<file path="src/rtl/cirno_pkg.sv">
// Shared types for the cirno CPU control path: sequencer states and
// decoder instruction classes.
package cirno_pkg;

  localparam int CLS_W = 3;

  typedef enum logic [3:0] {
    ST_IDLE = 4'd0,
    ST_IF   = 4'd1,
    ST_DC   = 4'd2,
    ST_CL   = 4'd3,
    ST_OF   = 4'd4,
    ST_EX   = 4'd5,
    ST_RM   = 4'd6,
    ST_WM   = 4'd7,
    ST_WB   = 4'd8,
    ST_BR   = 4'd9,
    ST_DONE = 4'd10
  } state_t;

  typedef enum logic [CLS_W-1:0] {
    CLS_ILL0 = 3'd0,
    CLS_ALU  = 3'd1,
    CLS_BRI  = 3'd2,
    CLS_MOV  = 3'd3,
    CLS_BR   = 3'd4,
    CLS_ST   = 3'd5,
    CLS_LD   = 3'd6,
    CLS_ILL7 = 3'd7
  } inst_class_t;

endpackage

</file>
<file path="src/rtl/cirno_phase_timer.sv">
// Down-counter that times a multi-cycle phase; expire is high in the
// last cycle of the phase.
module cirno_phase_timer #(
  parameter int CYCLES = 1
) (
  input  logic clk,
  input  logic init_n,
  input  logic load,
  input  logic run,
  output logic expire
);

  localparam logic [3:0] LOAD_VAL = 4'(CYCLES - 1);

  logic [3:0] cnt_r;

  // Load on phase entry, then count down to zero while the phase runs.
  always_ff @(posedge clk or negedge init_n) begin
    if (!init_n) begin
      cnt_r <= 4'd0;
    end else if (load) begin
      cnt_r <= LOAD_VAL;
    end else if (run && (cnt_r != 4'd0)) begin
      cnt_r <= cnt_r - 4'd1;
    end else begin
      cnt_r <= cnt_r;
    end
  end

  assign expire = (cnt_r == 4'd0);

endmodule

</file>
<file path="src/rtl/cirno_sequencer.sv">
// Multi-cycle phase sequencer for the cirno CPU. Enables are decoded from
// the next state and registered, so they track the state register exactly.
module cirno_sequencer
  import cirno_pkg::*;
#(
  parameter int CNT_W      = 16,
  parameter int ALU_CYCLES = 1
) (
  input  logic             clk,
  input  logic             init_n,
  input  logic             start,
  input  logic [CLS_W-1:0] inst_class,
  input  logic             halt,
  input  logic             mem_ack,
  output logic             fetch_en,
  output logic             decode_en,
  output logic             opfetch_en,
  output logic             alu_en,
  output logic             mem_r_en,
  output logic             mem_w_en,
  output logic             reg_w_en,
  output logic             branch_en,
  output logic             busy,
  output logic             done,
  output logic             err,
  output logic [CNT_W-1:0] retired
);

  localparam logic [CNT_W-1:0] RET_MAX = {CNT_W{1'b1}};

  state_t      state_r;
  state_t      next_s;
  inst_class_t cls_r;
  logic        err_next_s;
  logic        inc_s;
  logic        clr_s;
  logic        load_s;
  logic        expire_s;

  cirno_phase_timer #(.CYCLES(ALU_CYCLES)) u_timer (
    .clk    (clk),
    .init_n (init_n),
    .load   (load_s),
    .run    (state_r == ST_EX),
    .expire (expire_s)
  );

  // Next-state, termination and retirement decode.
  always_comb begin
    next_s     = state_r;
    err_next_s = err;
    inc_s      = 1'b0;
    clr_s      = 1'b0;
    case (state_r)
      ST_IDLE, ST_DONE: begin
        if (start) begin
          next_s     = ST_IF;
          err_next_s = 1'b0;
          clr_s      = 1'b1;
        end else begin
          next_s = state_r;
        end
      end
      ST_IF: next_s = ST_DC;
      ST_DC: next_s = ST_CL;
      ST_CL: begin
        if (halt) begin
          next_s     = ST_DONE;
          err_next_s = 1'b0;
        end else begin
          case (inst_class_t'(inst_class))
            CLS_ALU, CLS_BR, CLS_ST, CLS_LD: next_s = ST_OF;
            CLS_BRI: next_s = ST_BR;
            CLS_MOV: next_s = ST_WB;
            default: begin
              next_s     = ST_DONE;
              err_next_s = 1'b1;
            end
          endcase
        end
      end
      ST_OF: begin
        case (cls_r)
          CLS_ALU: next_s = ST_EX;
          CLS_BR:  next_s = ST_BR;
          CLS_ST:  next_s = ST_WM;
          CLS_LD:  next_s = ST_RM;
          default: begin
            next_s     = ST_DONE;
            err_next_s = 1'b1;
          end
        endcase
      end
      ST_EX: begin
        if (expire_s) begin
          next_s = ST_WB;
        end else begin
          next_s = ST_EX;
        end
      end
      ST_RM: begin
        if (mem_ack) begin
          next_s = ST_WB;
        end else begin
          next_s = ST_RM;
        end
      end
      ST_WM: begin
        if (mem_ack) begin
          next_s = ST_IF;
          inc_s  = 1'b1;
        end else begin
          next_s = ST_WM;
        end
      end
      ST_WB, ST_BR: begin
        next_s = ST_IF;
        inc_s  = 1'b1;
      end
      default: next_s = ST_IDLE;
    endcase
    load_s = (state_r == ST_OF) && (next_s == ST_EX);
  end

  // State, captured class, retired counter and registered outputs.
  always_ff @(posedge clk or negedge init_n) begin
    if (!init_n) begin
      state_r    <= ST_IDLE;
      cls_r      <= CLS_ILL0;
      retired    <= {CNT_W{1'b0}};
      err        <= 1'b0;
      fetch_en   <= 1'b0;
      decode_en  <= 1'b0;
      opfetch_en <= 1'b0;
      alu_en     <= 1'b0;
      mem_r_en   <= 1'b0;
      mem_w_en   <= 1'b0;
      reg_w_en   <= 1'b0;
      branch_en  <= 1'b0;
      busy       <= 1'b0;
      done       <= 1'b0;
    end else begin
      state_r <= next_s;
      cls_r   <= (state_r == ST_CL) ? inst_class_t'(inst_class) : cls_r;
      err     <= err_next_s;
      // Counter saturates rather than wrapping.
      if (clr_s) begin
        retired <= {CNT_W{1'b0}};
      end else if (inc_s && (retired != RET_MAX)) begin
        retired <= retired + CNT_W'(1);
      end else begin
        retired <= retired;
      end
      fetch_en   <= (next_s == ST_IF);
      decode_en  <= (next_s == ST_DC);
      opfetch_en <= (next_s == ST_OF);
      alu_en     <= (next_s == ST_EX);
      mem_r_en   <= (next_s == ST_RM);
      mem_w_en   <= (next_s == ST_WM);
      reg_w_en   <= (next_s == ST_WB);
      branch_en  <= (next_s == ST_BR);
      busy       <= (next_s != ST_IDLE) && (next_s != ST_DONE);
      done       <= (next_s == ST_DONE);
    end
  end

endmodule

</file>
<file path="config.mk">
export PLATFORM = sky130hd
export DESIGN_NAME = cirno_sequencer
export DESIGN_NICKNAME = d
export VERILOG_FILES = /design/src/rtl/cirno_pkg.sv /design/src/rtl/cirno_phase_timer.sv /design/src/rtl/cirno_sequencer.sv
export SDC_FILE = /design/constraint.sdc
export NUM_CORES = 1
export LEC_CHECK = 0
export CORE_MARGIN = 4
export CORE_UTILIZATION = 50
export DETAILED_ROUTE_END_ITERATION = 16
export PLACE_DENSITY_LB_ADDON = 0.05
export SLEW_MARGIN = 20
export SYNTH_ARGS = -nofsm -noshare
export SYNTH_HDL_FRONTEND = slang
export SYNTH_HIERARCHICAL = 1
export SYNTH_SLANG_ARGS = --single-unit
</file>
<file path="constraint.sdc">
create_clock -name clk -period 5.4 [get_ports clk]
set_clock_uncertainty 0.05 [all_clocks]
set_input_delay 0.81 -clock clk [delete_from_list [all_inputs] [get_ports clk]]
set_output_delay 0.81 -clock clk [all_outputs]
set_load 0.02 [all_outputs]
</file>
==> out/qor.csv <==
stage;metric;value;unit
power_and_ir_drop;Psw;0.441;mW
clocking;Post-CTS Resized;0;
floorplanning;die area;5560;sq um
clocking;CTS tree;yes;
sta;slew of the pin with the lowest slew margin;891;ps
power_and_ir_drop;Leak;1.07;nW
run_status;status;finished clean;
sta;final setup vio count;0;
cells_and_area;post-route insts no fill;300;
floorplanning;Ports;35;
synthesis;Post-synth EDFFs;0;
cells_and_area;share of layout cells above drive strength 1;14.8;%
synthesis;syn_nets;227;
setup_path;Critical Path End Type;flop;
clocking;Clk pin slew, worst setup/hold paths;70;ps
cells_and_area;Finished Cell Area;2650;sq um
sta;max frequency;0.323;GHz
sta;Hold Vio Cnt, Final;0;
floorplanning;Core Area;4140;sq um
setup_path;CP required;5520;ps
grt;vias in the first global route;1629;
route;Via-to-Cell Ratio;5.63;
clocking;worst skew pair latency;290;ps
power_and_ir_drop;Combinational Power Share;42.4;%
cells_and_area;Layout Utilization;63.9;%
synthesis;Netlist cell types;60;
synthesis;Synth Warn #;6;
cells_and_area;commonest cells after routing, fill and taps aside;dfrtp_1 (38), clkdlybuf4s50_1 (33), nor2_1 (24);
synthesis;Synth area leader;dfrtp_1;
power_and_ir_drop;Seq pwr share;38.7;%
clocking;Post CTS Setup Buffer Count;0;
setup_path;crit-path max FO;7;
floorplanning;Initial Util;53.5;%
power_and_ir_drop;switching part of the total;40.1;%
power_and_ir_drop;cell internal pwr;0.657;mW
sta;final hold slack;458;ps
route;WL/cell;14.4;um
setup_path;Reg2Reg Setup Slack;2490;ps
setup_path;Worst EP arrival;3220;ps
route;1st-iter DRT viols;59;
placement;post-DP HPWL;3120;um
grt;gr ovfl total;0;
clocking;H-tree depth reported by CTS;2;
power_and_ir_drop;Clk pwr share;18.9;%
route;DRT Pass-1 Iters;4;
synthesis;FFs w/ async S/R, synth;100;%
placement;gpl congestion;0.840;
sta;Slew headroom;40.3;%
power_and_ir_drop;Worst IR Drop VDD;0.000275;V
cells_and_area;area grow syn2layout;19.5;%
flow_run;max cap viols;0;
power_and_ir_drop;power per cell area;414;nW/um^2
floorplanning;Die H;74.6;um
route;ANT nets after route;0;
setup_path;Worst setup SP type;primary input;
cells_and_area;antenna cells;0;
floorplanning;chip width;74.6;um
synthesis;Seq/Total Area, Yosys;42.9;%
cells_and_area;most common cell after layout, fill and taps aside;dfrtp_1;
placement;dpl cells;292;
sta;final worst-path cycle share;57.3;%
setup_path;WS Path Type;in -> reg;
placement;IO Port Bufs;34;
sta;unrepaired setup endpoints after global routing;no;
sta;final setup margin;2310;ps
sta;crit path time final;3090;ps
hold_path;hold crit path type;reg -> reg;
synthesis;top cells by area, synth;dfrtp_1 (43%), xnor2_1 (4.7%), nor2_1 (4.1%);
synthesis;Synth Flop Type;dfrtp_1;
synthesis;mapped cell area;2220;sq um
synthesis;Synth Register Bits;38;
clocking;clock root cell;clkbuf_8;
synthesis;post-synth top area share;42.9;%
clocking;Max Root-Sink Buffers;2;
sta;max-slew violations;0;
placement;pre-CTS setup slack;1980;ps
placement;instance area at placement;2550;sq um
cells_and_area;fin nets;260;
route;via count;1689;
clocking;CTS sink cnt;38;
grt;first-pass GRT wire length;7650;um
floorplanning;FP Rows;23;
sta;Total Neg Setup Slack;0;ps
clocking;cts bufs inserted;5;
grt;largest net degree at the start of global routing;39;
synthesis;Cells after Synth;216;
route;final wirelength;4330;um
power_and_ir_drop;total power;1.10;mW
grt;GRT Total Usage;18.0;%
clocking;hold-fix buffers at CTS;0;
grt;antenna violations before repair;0;
route;DRC viols;0;
synthesis;Avg Inst Size Synth;10.3;sq um
==> state kept, by name, indices dropped and copies added (netlist names) <==
signal and cells:
mem_w_en 1, retired 16, mem_r_en 1, done 1, cls_r 3, branch_en 1, opfetch_en 1, err 1
u_timer/cnt_r 4, reg_w_en 1, busy 1, alu_en 1, state_r 4, decode_en 1, fetch_en 1
==> cell families after synthesis <==
logic type	count (synthesis)	share of synthesized area [%]
flops	38	42.9
compound gates	26	10.6
xor+xnor	13	5.14
simple gates	111	31.2
buf+inv	16	4.34
fa+ha+maj	4	2.14
mux	8	3.72
==> synthesized netlist by cell type, drive strengths merged (2+ instances only) <==
master and instances:
a2111oi 3, a211oi 5, a21oi 7, and3 7
buf 5, clkbuf 3, clkinv 2, dfrtp 38
ha 3, inv 6, mux2 2, mux2i 6
nand2 23, nand2b 6, nand3 6, nand3b 2
nand4 2, nor2 24, nor2b 3, nor3 9
nor3b 2, nor4 7, nor4b 5, o21ai 2
or2b 2, or3 4, or3b 2, or4b 2
xnor2 12
==> worst max-delay path: stages <==
cell and delay, ps:
clkdlybuf4s50_1 480, or2b_1 270, maj3_1 360, o2111a_2 320, nor4_2 600, nor2_1 80
mux2_2 290
==> power by group through the flow <==
stage / clock [mW] / sequential, mW / combinational, mW
3_3_place_gp: 0 / 0.430 / 0.464
6_report: 0.207 / 0.425 / 0.466
5_1_grt: 0.224 / 0.438 / 0.524
3_5_place_dp: 0 / 0.430 / 0.470
2_1_floorplan: 0 / 0.430 / 0.362
4_1_cts: 0.213 / 0.424 / 0.472
==> metal layers <==
metal	vias to the layer above	GRT usage (%)	share of wire (%)
met5	-	0	0
met4	0	6.52	1.8
met3	6	4.46	5.1
met2	36	29.4	47
met1	807	23.3	47
li1	840	-	-
==> worst paths after layout <==
check	endpoint	startpoint	cells past startpoint
max in group asynchronous	state_r[1]	init_n	1
worst max register to register	u_timer/cnt_r[0]	state_r[1]	6
worst min-delay path	err	err	1
min in group asynchronous	retired[12]	init_n	1
worst min register to register	err	err	1
worst max-delay path	u_timer/cnt_r[0]	start	7
==> layout make-up <==
type / count / area, sq um
clock buffers: 6 / 82.6
repair buffers: 34 / 335
flip-flops and latches: 38 / 951
fillers: 347 / 1490
well taps: 50 / 62.6
clock inverters: 2 / 12.5
multi-input cells: 162 / 1170
inverters: 8 / 31.3
(Power assumes the default switching activity.)
==> variant 1, RTL diff (config.mk and constraints unchanged) <==
`CNT_W`: 16 -> 24.
--- a/src/rtl/cirno_sequencer.sv
+++ b/src/rtl/cirno_sequencer.sv
@@ -3,7 +3,7 @@
 module cirno_sequencer
   import cirno_pkg::*;
 #(
-  parameter int CNT_W      = 16,
+  parameter int CNT_W      = 24,
   parameter int ALU_CYCLES = 1
 ) (
   input  logic             clk,
Ports: changed (resized retired); port bits go from 35 to 43. No check against the original RTL was run, so the function may have changed too.
==> variant 1 against the original RTL <==
Sequential share of layout area is 0.87 points higher; global-route usage is 1.3 points higher; total power is 16% higher; sequential cell count is 8 higher; area after synthesis is 15% higher; non-clock buffer count is 8 higher; setup slack better by 240 ps; final area is 18% higher; register-to-register slack better by 270 ps; routed wire length is 25% higher.
==> variant 1: results (changes against the original RTL) <==
| Metric | Value |
|---|---|
| Critical Path Source | inst_class[0] |
| FFs w/ async S/R, synth | 100% (unchanged) |
| Number of port buffers | 42 (+24%) |
| Critical path data arrival time | 2990 ps (-230 ps) |
| Via count | 2058 (+22%) |
| Compound-Gate Fraction of Synth Area | 11.0% (+0.39 points) |
| Hpwl dp | 3810 um (+22%) |
| Syn avg cell area | 9.66 um^2 (-5.9%) |
| Initial DRC Count | 68 (+15%) |
| Register area share after synthesis | 45.0% (+2.1 points) |
| Regs by FF count | retired: 24 flops, state_r: 4 flops, u_timer/cnt_r: 4 flops |
| XOR/XNOR share of the synthesized area | 6.50% (+1.4 points) |
| Critical Path Max Stage Delay | 480 ps (-120 ps) |
| Gpl congestion | 0.841 (+0.11%) |
| Synth Net Count | 276 (+22%) |
| Int Power | 770 uW (+17%) |
| CP max-delay cell | clkdlybuf4s50_1 |
| Placed instance area | 3010 um^2 (+18%) |
| Critical R2R Launch | u_timer/cnt_r[0]$_DFFE_PN0P_ |
| Worst VDD drop | 0.000288 V (+4.8%) |
| Largest net degree at the start of global routing | 47 (+21%) |
| WL/cell | 14.5 um (+0.40%) |
| Commonest cells post-synth | 46 x dfrtp_1, 37 x nor2_1, 22 x nand2_1 |
| Top cells by area, synth | dfrtp_1 45%, nor2_1 5.4%, xor2_1 4.1% |
| First-pass GRT wire length | 9720 um (+27%) |
| Crit Path Max Fanout | 10 (+3) |
| R2R cell count | 9 (+3) |
| Worst min path class | in -> async |
| Final hold viol count | 0 (unchanged) |
| Outcome | complete, no violations |
| Synth cell types | 58 (-3.3%) |
| Final Non-Filler Cells | 373 (+24%) |
| Placement Setup Slack | 2230 ps (+253 ps) |
| # nets final | 316 (+22%) |
| Gr usage total | 19.3% (+1.3 points) |
| Synth Area in Adders | 1.47% (-0.68 points) |
| Worst-path clk slew | 90 ps (+20 ps) |
| Vias in the first global route | 2041 (+25%) |
| Leakage dissipation | 1.27 nW (+18%) |
| Relative slew slack | 35.6% (-4.6 points) |
| Layout cells sized above 1 | 8.82% (-6.0 points) |
variant 1: changes by cell type after synthesis, moves of 7 or more:
cell,delta
nand4_1,+10
o21ai_0,+7
nand3_1,+9
nor2_1,+13
xor2_1,+11
dfrtp_1,+8
variant 1: critical path: cells and delay by family:
| kind | cells | cell delay, ps |
|---|---|---|
| mux | 1 | 270 |
| buf+inv | 1 | 480 |
| simple gates | 4 | 1060 |
| compound gates | 2 | 370 |
variant 1: logic make-up after synthesis:
kind of cell | after synthesis
compound gates | 36
buf+inv | 15
mux | 4
xor+xnor | 19
fa+ha+maj | 3
simple gates | 142
flops | 46
variant 1: routing by layer:
layer | track usage (%) | share of wire (%)
met1 | 27.1 | 50
met2 | 30.1 | 45
met3 | 3.95 | 4.4
met4 | 5.84 | 1.2
met5 | 0 | 0
variant 1: final cells by class:
type	instances	area [um^2]
Sequential cell	46	1150
Multi-Input combinational cell	204	1340
Tap cell	67	83.8
Timing Repair Buffer	42	418
Fill cell	440	1720
Clock inverter	3	45.0
Clock buffer	5	68.8
Inverter	6	22.5
variant 1: final timing paths:
kind	slack (ps)	endpoint
max in group asynchronous	4460	retired[7]$_DFFE_PN0P_
setup / recovery	2550	u_timer/cnt_r[1]$_DFFE_PN0P_
min in group clk	510	cls_r[2]$_DFFE_PN0P_
setup reg to reg	2760	retired[20]$_DFFE_PN0P_
hold reg to reg	510	cls_r[2]$_DFFE_PN0P_
hold / removal	440	retired[23]$_DFFE_PN0P_
variant 1: power groups by stage:
stage,logic (mW),clock network [mW],registers [mW]
2_1_floorplan,0.368,0,0.506
3_3_place_gp,0.498,0,0.509
3_5_place_dp,0.505,0,0.510
4_1_cts,0.507,0.266,0.504
5_1_grt,0.568,0.283,0.519
6_report,0.506,0.260,0.505
==> variant 2, RTL diff (config.mk and constraints unchanged) <==
Without the edit above. The 11 states of `state_t` get a Gray code encoding in 4 bits.
--- a/src/rtl/cirno_pkg.sv
+++ b/src/rtl/cirno_pkg.sv
@@ -5,17 +5,17 @@
   localparam int CLS_W = 3;
 
   typedef enum logic [3:0] {
-    ST_IDLE = 4'd0,
-    ST_IF   = 4'd1,
-    ST_DC   = 4'd2,
-    ST_CL   = 4'd3,
-    ST_OF   = 4'd4,
-    ST_EX   = 4'd5,
-    ST_RM   = 4'd6,
-    ST_WM   = 4'd7,
-    ST_WB   = 4'd8,
-    ST_BR   = 4'd9,
-    ST_DONE = 4'd10
+    ST_IDLE = 4'b0000,
+    ST_IF   = 4'b0001,
+    ST_DC   = 4'b0011,
+    ST_CL   = 4'b0010,
+    ST_OF   = 4'b0110,
+    ST_EX   = 4'b0111,
+    ST_RM   = 4'b0101,
+    ST_WM   = 4'b0100,
+    ST_WB   = 4'b1100,
+    ST_BR   = 4'b1101,
+    ST_DONE = 4'b1111
   } state_t;
 
   typedef enum logic [CLS_W-1:0] {
Check against the original RTL: same outputs for any inputs over 10 cycles, from zero or initial values; not proved beyond that.
==> variant 2 against the original RTL <==
Clock power down 3%; via count down 2.2%; die area down 0.96%; synthesized cell count down 3.2%; area after synthesis down 1.1%; total power up 18%; non-clock buffer count unchanged; cell count down 2.7%; routed wire length up 8.1%; sequential share of layout area up 0.53 points; first-iteration DRC count up 100%; setup slack better by 240 ps; final area down 1.5%; largest power group unchanged; sequential cell count unchanged.
==> variant 2: results (changes against the original RTL) <==
| Metric | Value |
|---|---|
| Post-synthesis mux area share | 2.57% (-1.2 points) |
| Switching share of total power | 42.2% (+2.0 points) |
| Synth Net Count | 220 (-3.1%) |
| Register area share after synthesis | 43.4% (+0.46 points) |
| Hpwl dp | 3340 um (+7.0%) |
| Synth cell types | 64 (+6.7%) |
| Top cells by area, synth | dfrtp_1 43%, xnor2_1 5.6%, nor2_1 5.1% |
| Drt first pass iters | 4 (unchanged) |
| Sequential cell fraction of total power | 37.1% (-1.6 points) |
| Seq_cells | 38 (unchanged) |
| Compound-Gate Fraction of Synth Area | 11.4% (+0.80 points) |
| Critical path data arrival time | 2980 ps (-240 ps) |
| Hold Crit Start | retired[15]$_DFFE_PN0P_ |
| Multi-input comb cells | 155 (-4.3%) |
| Leakage dissipation | 1.03 nW (-3.5%) |
| Placed instance area | 2520 um^2 (-1.5%) |
| CP max-delay cell | a2111o_2 |
| Worst-Skew Late Latency | 290 ps (about the same) |
| Via count | 1651 (-2.2%) |
| Inverters | 7 (-1) |
| Non-clk buf share | 12.8% (+0.19 points) |
| XOR/XNOR share of the synthesized area | 5.59% (+0.45 points) |
| M1 wire length | 2220 um (+10%) |
| Grt met1 use | 25.9% (+2.6 points) |
| # nets final | 252 (-3.1%) |
| Hold Path Stages | 2 (+1) |
| Worst-Margin Slew | 981 ps (+89.8 ps) |
| M2 GR Usage | 29.6% (+0.26 points) |
| Area of the multi-input gates | 1130 um^2 (-3.5%) |
| Synth Area in Adders | 1.71% (-0.43 points) |
| Critical Path Source | inst_class[1] |
| Worst VDD drop | 0.000316 V (+15%) |
| Total Power | 1.29 mW (+18%) |
| Worst path top cell family by delay | compound AO/OA/AOI/OAI gates |
| Share of the synthesized area in the top cell type | 43.4% (+0.46 points) |
| Initial DRC Count | 120 (+100%) |
| Clk cell area share | 3.64% (+0.053 points) |
| Layout fillers | 358 (+3.2%) |
| Critical R2R Launch | state_r[3]$_DFF_PN0_ |
| Outcome | complete, no violations |
| Commonest cells post-synth | 38 x dfrtp_1, 30 x nor2_1, 15 x nand2_1 |
| Longest Clk Path Bufs | 2 (unchanged) |
| Layout cells sized above 1 | 19.4% (+4.6 points) |
| Critical Path Max Stage Delay | 470 ps (-130 ps) |
| R2r setup slk | 2890 ps (+400 ps) |
| Combinational gate power | 611 uW (+31%) |
| Placed Cells | 284 (-2.7%) |
| WL/cell | 16.0 um (+11%) |
| Gr usage total | 18.7% (+0.70 points) |
| Worst R2R End | u_timer/cnt_r[1]$_DFFE_PN0P_ |
| Final Non-Filler Cells | 292 (-2.7%) |
| Worst Hold Margin | 539 ps (+80.7 ps) |
| Power per cell area | 494 nW/um^2 (+19%) |
| Met2 wire len | 2210 um (+9.5%) |
| First-pass GRT wire length | 8030 um (+5.0%) |
| GR Layer Usage met3 | 4.73% (+0.27 points) |
| Placement Setup Slack | 2250 ps (+271 ps) |
| Met3 WL | 185 um (-16%) |
| WHS Endpoint | retired[15]$_DFFE_PN0P_ |
| Gpl congestion | 0.881 (+4.9%) |
## variant 2: cell types whose count changed after synthesis, moves of 3 or more
cell	delta
a2111oi_2	-3
and3_1	-6
mux2_2	+3
mux2i_1	-6
nand2_1	-8
nand3_1	-3
nor2_1	+6
nor3_2	+4
## variant 2: worst max-delay path by stage
| stage | slack, ps | cells past startpoint | to |
|---|---|---|---|
| 2_1_floorplan | 2920 | 6 | u_timer/cnt_r[1]$_DFFE_PN0P_ |
| 5_1_grt | 2440 | 7 | u_timer/cnt_r[1]$_DFFE_PN0P_ |
| 6_report | 2550 | 7 | u_timer/cnt_r[1]$_DFFE_PN0P_ |
| 4_1_cts | 2550 | 7 | u_timer/cnt_r[1]$_DFFE_PN0P_ |
| 3_5_place_dp | 2250 | 7 | u_timer/cnt_r[1]$_DFFE_PN0P_ |
| 3_3_place_gp | 2350 | 7 | u_timer/cnt_r[1]$_DFFE_PN0P_ |
